<file path="src/rtl/scrambler_pkg.sv">
// scrambler_pkg
// Shared types for the 257-bit transmit scrambler sequencer: the block
// type, the sequencer FSM states and a width helper for index/counter
// ports that must stay at least one bit wide.
package scrambler_pkg;

    localparam int BLK_W = 257;

    typedef logic [BLK_W-1:0] blk_t;

    typedef enum logic [1:0] {
        IDLE,
        AM,
        RUN
    } scr_ctrl_state_t;

    // $clog2 with a floor of one bit, so depth-1 tables still get a port.
    function automatic int idx_w(input int n);
        return (n > 1) ? $clog2(n) : 1;
    endfunction

endpackage

</file>
<file path="src/rtl/scrambler_ctrl.sv">
// scrambler_ctrl
// Sequencer for the 257-bit block scrambler in the AUI transmit path.
// Accepts transcoded blocks, gates the external scrambler's state advance,
// and every AM_PERIOD data blocks inserts AM_LEN raw alignment-marker
// blocks while the scrambler is frozen. Markers and scrambled data are
// merged into one stream with equal one-cycle latency, so order is kept.
//
// Ports
//   clk, rst_n        clock, asynchronous active-low reset
//   en                level enable; stream always starts with a marker group
//   s_data/s_valid/s_ready   upstream block handshake
//   am_data / am_idx  external AM table lookup (combinational)
//   scr_en / scr_data scrambler advance enable and input
//   scr_q             scrambler registered output (1 cycle after scr_en)
//   m_data / m_valid  merged output stream, no backpressure
//   am_start          pulse with the first marker of each group
//   blk_cnt           data blocks accepted since the last group
module scrambler_ctrl
    import scrambler_pkg::*;
#(
    parameter  int AM_PERIOD = 16384,
    parameter  int AM_LEN    = 4,
    localparam int IDX_W     = idx_w(AM_LEN),
    localparam int CNT_W     = idx_w(AM_PERIOD)
) (
    input  logic             clk,
    input  logic             rst_n,
    input  logic             en,
    input  blk_t             s_data,
    input  logic             s_valid,
    output logic             s_ready,
    input  blk_t             am_data,
    output logic [IDX_W-1:0] am_idx,
    output logic             scr_en,
    output blk_t             scr_data,
    input  blk_t             scr_q,
    output blk_t             m_data,
    output logic             m_valid,
    output logic             am_start,
    output logic [CNT_W-1:0] blk_cnt
);

    localparam logic [IDX_W-1:0] AM_LAST  = IDX_W'(AM_LEN - 1);
    localparam logic [CNT_W-1:0] CNT_LAST = CNT_W'(AM_PERIOD - 1);

    scr_ctrl_state_t  state, state_d;
    logic [IDX_W-1:0] am_idx_d;
    logic [CNT_W-1:0] blk_cnt_d;

    logic accept;
    logic am_issue;

    // Output stage registers
    logic sel_am_q;
    blk_t am_q;
    logic valid_q;
    logic am_start_q;

    // Upstream is only taken in RUN; a block taken in the same cycle en
    // drops is still scrambled and emitted.
    assign s_ready  = (state == RUN);
    assign accept   = s_ready & s_valid;
    assign am_issue = (state == AM);
    assign scr_en   = accept;
    assign scr_data = s_data;

    // ---------------------------------------------------------------
    // FSM state register
    // ---------------------------------------------------------------
    always_ff @(posedge clk or negedge rst_n) begin
        if (!rst_n) begin
            state   <= IDLE;
            am_idx  <= '0;
            blk_cnt <= '0;
        end else begin
            state   <= state_d;
            am_idx  <= am_idx_d;
            blk_cnt <= blk_cnt_d;
        end
    end

    // ---------------------------------------------------------------
    // FSM next state
    // blk_cnt holds at AM_PERIOD-1 through a group and clears only when
    // the group completes, so it never exceeds AM_PERIOD-1.
    // ---------------------------------------------------------------
    always_comb begin
        state_d   = state;
        am_idx_d  = am_idx;
        blk_cnt_d = blk_cnt;
        case (state)
            IDLE: begin
                if (en) begin
                    state_d  = AM;
                    am_idx_d = '0;
                end
            end
            AM: begin
                // A group always runs to completion regardless of en.
                if (am_idx == AM_LAST) begin
                    am_idx_d  = '0;
                    blk_cnt_d = '0;
                    state_d   = en ? RUN : IDLE;
                end else begin
                    am_idx_d = am_idx + IDX_W'(1);
                end
            end
            RUN: begin
                if (!en) begin
                    state_d   = IDLE;
                    blk_cnt_d = '0;
                end else if (s_valid) begin
                    if (blk_cnt == CNT_LAST) begin
                        state_d  = AM;
                        am_idx_d = '0;
                    end else begin
                        blk_cnt_d = blk_cnt + CNT_W'(1);
                    end
                end
            end
            default: begin
                state_d   = IDLE;
                am_idx_d  = '0;
                blk_cnt_d = '0;
            end
        endcase
    end

    // ---------------------------------------------------------------
    // Output stage: one register stage on the marker path lines it up
    // with the scrambler's own one-cycle latency on the data path.
    // ---------------------------------------------------------------
    always_ff @(posedge clk or negedge rst_n) begin
        if (!rst_n) begin
            sel_am_q   <= 1'b0;
            am_q       <= '0;
            valid_q    <= 1'b0;
            am_start_q <= 1'b0;
        end else begin
            sel_am_q   <= am_issue;
            valid_q    <= am_issue | accept;
            am_start_q <= am_issue & (am_idx == '0);
            if (am_issue) begin
                am_q <= am_data;
            end
        end
    end

    assign m_data   = sel_am_q ? am_q : scr_q;
    assign m_valid  = valid_q;
    assign am_start = am_start_q;

endmodule

</file>
<file path="config.mk">
export PLATFORM = sky130hd
export DESIGN_NAME = scrambler_ctrl
export DESIGN_NICKNAME = d
export VERILOG_FILES = /design/src/rtl/scrambler_pkg.sv /design/src/rtl/scrambler_ctrl.sv
export SDC_FILE = /design/constraint.sdc
export NUM_CORES = 1
export LEC_CHECK = 0
export ABC_AREA = 0
export CAP_MARGIN = 25
export CORE_AREA = 5 5 513 515
export CTS_CLUSTER_DIAMETER = 100
export DETAILED_ROUTE_END_ITERATION = 16
export DIE_AREA = 0 0 518 520
export DONT_BUFFER_PORTS = 1
export HOLD_SLACK_MARGIN = 0.1
export SYNTH_ARGS = -nofsm -noshare
export SYNTH_HDL_FRONTEND = slang
export SYNTH_SLANG_ARGS = --single-unit
export TNS_END_PERCENT = 1
</file>
<file path="constraint.sdc">
create_clock -name clk -period 4 [get_ports clk]
set_clock_uncertainty 0.1 [all_clocks]
set_input_delay 1 -clock clk [delete_from_list [all_inputs] [get_ports clk]]
set_output_delay 1 -clock clk [all_outputs]
set_load 0.02 [all_outputs]
</file>
==> flow_metrics.tcl <==
set metrics [dict create \
    status "complete, but fails checks" \
    violations "antenna rules, hold timing" \
    drv_slew 0 \
    clkPwrFrac_pct 23.8 \
    fin_crit_sh_pct 82.1 \
    layoutNonFillerInstCount 5028 \
    final_nets 2243 \
    root_buffer "clkbuf_16" \
    clk_latency_ps 630 \
    maxClockFrequency_mhz 305 \
    synth_cells 1753 \
    gp_congestion 0.922 \
    clk_pin_slew_worst_paths_ps 60 \
    dr_total_vias 12700 \
    leakage_uw 0.00772 \
    cts_tree "built" \
    die_x_um 518 \
    drt_iter0_drc 1397 \
    layout_common_cells "785 x nand2_1, 277 x dfrtp_1, 257 x mux2_2, 43 x clkbuf_16, 13 x o21ai_0" \
    grtUsageTotal_pct 11.2 \
    path_class "flop to output pin" \
    worst_hold_path_type "input port to asynchronous set/reset pin" \
    crit_chain "buf_4 > mux2_2" \
    dpl-instance-area_mm2 0.0178 \
    path_max_fanout 48 \
    numPortBuffers 0 \
    initial_core_util_pct 6.06 \
    cts_inserted_buffers 43 \
    rows 187 \
    tightest_slew_ps 1250 \
    final_common_cell "nand2_1" \
    worst-path-buf-inv 1 \
    maxSlewHeadroom_pct 16.8 \
    die_y_um 520 \
    synth_fp_nets 2531 \
    power.internal_uw 8990 \
    ys.flop_type "dfrtp_1" \
    finalHoldViolCount 22 \
    finalSetupViolCount 0 \
    yosysSeqAreaShare_pct 44.4 \
    grt_first_pass_wirelength_um 184000 \
    postCtsSetupRepairBufs 0 \
    slowest_stage "buf_4" \
    stdcell_area_mm2 0.0196 \
    p_sw_uw 7970 \
    overflow 0 \
    rsz0062_at_grt "no" \
    hpwl_um 142000 \
    coreArea_mm2 0.258 \
    yosysWarnings 0 \
    cts_buffer_depth 3 \
    p_comb_share_pct 46.4 \
    cp.required_ps 2900 \
    synth_seq_cells 278 \
    syn_to_final_growth_pct 25.1 \
    path_delay_family "buffers and inverters" \
    numClockSinks 278 \
    drv_cap 0 \
    critPathArrivalTime_ps 2180 \
    post-route-util_pct 7.58 \
    wl_per_cell_um 31.5 \
    num_io_pins 1309 \
    dr.pass1.iters 6 \
    p_seq_share_pct 29.9 \
    ant_nets 1 \
    synth_edf_count 0 \
    netSwitchingFraction_pct 47.0 \
    whs_ps -21.6 \
    peakVddDrop_mv 0.366 \
    placed_cells 4821 \
    wirelength_um 159000 \
    synthDistinctLibCells 45 \
    htree_levels 2 \
    netlist_area_mm2 0.0157 \
    antenna_found_initial 222 \
    drive_above_1_share_pct 23.6 \
    period_minus_slack_ps 3280 \
    start_kind "flop" \
    power.density_mw_per_mm2 866 \
    post_cts_resize_count 0 \
    grt_pass1_vias 11700 \
    max_stage_delay_ps 530 \
    setup_tns_ps 0 \
    dieArea_mm2 0.269 \
    grt_max_degree 279 \
    syn_avg_cell_area_um2 8.93 \
    crit_path_end_kind "output pin" \
    async_reset_ff_share_pct 100 \
    routed_via_density 2.53 \
    drc_errors 0 \
]
-- flip-flops by register name (all words and copies together) (netlist names) --
name      flops
am_idx        2
am_q        257
am_start      1
blk_cnt      14
m_valid       1
sel_am_q      1
state         2
-- layer usage --
layer	share of wire (%)	track usage, %	routed length (um)	up-vias
met1	26	8.50	40800	5773
li1	-	-	-	4922
met5	0.40	0.0176	640	-
met4	6.6	7.54	10500	96
met2	46	17.6	72700	1243
met3	21	10.9	33900	668
-- through the flow --
step	hold slack, ps	total power (uW)	setup slack, ps
after floorplan	340	11400	1460
after global placement	352	12800	1350
after detailed placement	357	13000	1310
after CTS	-131	17200	617
after global routing	-95.8	17900	595
final	-21.6	17000	717
-- Yosys cell counts, types with 2 or more instances --
cell type | number | area share [%]
a21oi_1 | 6 | 0.19
a31oi_1 | 2 | 0.080
a32o_1 | 2 | 0.13
and2_1 | 2 | 0.080
buf_2 | 27 | 0.86
buf_4 | 257 | 12
clkbuf_1 | 61 | 1.5
dfrtp_1 | 278 | 44
ha_1 | 3 | 0.24
inv_1 | 5 | 0.12
mux2_2 | 257 | 18
nand2_1 | 785 | 19
nand2b_1 | 2 | 0.080
nand3_1 | 12 | 0.38
nor2_1 | 5 | 0.12
nor3_1 | 2 | 0.064
o211ai_1 | 2 | 0.096
o21ai_0 | 13 | 0.42
o21ai_1 | 4 | 0.13
or4_1 | 3 | 0.14
-- worst reg2reg max path: stages (launching register included) --
cell	delay (ps)
dfrtp_1	710
ha_1	390
nand4_1	180
or4_4	570
o21ai_2	180
o21ai_0	130
a21o_1	210
-- power groups by stage --
stage | sequential (uW) | clock [uW] | combinational, uW
2_1_floorplan | 4680 | 0 | 6730
3_3_place_gp | 5040 | 0 | 7770
3_5_place_dp | 5090 | 0 | 7910
4_1_cts | 5050 | 4190 | 7950
5_1_grt | 5210 | 4290 | 8420
6_report | 5060 | 4030 | 7860
-- logic make-up after synthesis --
group	after synthesis	share of synthesized area, %
AOI/OAI and AO/OA	41	1.72
adders and majority gates	3	0.240
buffers and inverters	352	14.9
DFF	278	44.4
muxes	257	18.5
and+or+nand+nor	822	20.3
-- layout make-up --
class | count | area, um2
timing repair buffer | 13 | 160
inverter | 6 | 30.0
clock buffer | 56 | 1180
antenna | 128 | 320
tap | 3402 | 4260
sequential | 278 | 6960
fill | 30300 | 239000
multi-input combinational | 1123 | 6380
clock inverter | 22 | 293
-- path summary, 6_finish.rpt --
path | cells after the start | slack, ps | end | startpoint
min | 0 | -20 | am_q[15]$_DFFE_PN0P_ | rst_n
max in group asynchronous | 0 | 2840 | am_q[175]$_DFFE_PN0P_ | rst_n
min in group clk | 2 | 360 | am_q[133]$_DFFE_PN0P_ | am_data[133]
max reg2reg | 6 | 1430 | am_idx[0]$_DFFE_PN0P_ | blk_cnt[1]$_DFFE_PN0P_
min reg2reg | 2 | 360 | am_q[170]$_DFFE_PN0P_ | am_q[170]$_DFFE_PN0P_
max | 2 | 720 | m_data[71] | sel_am_q$_DFF_PN0_
(Power assumes the default switching activity.)
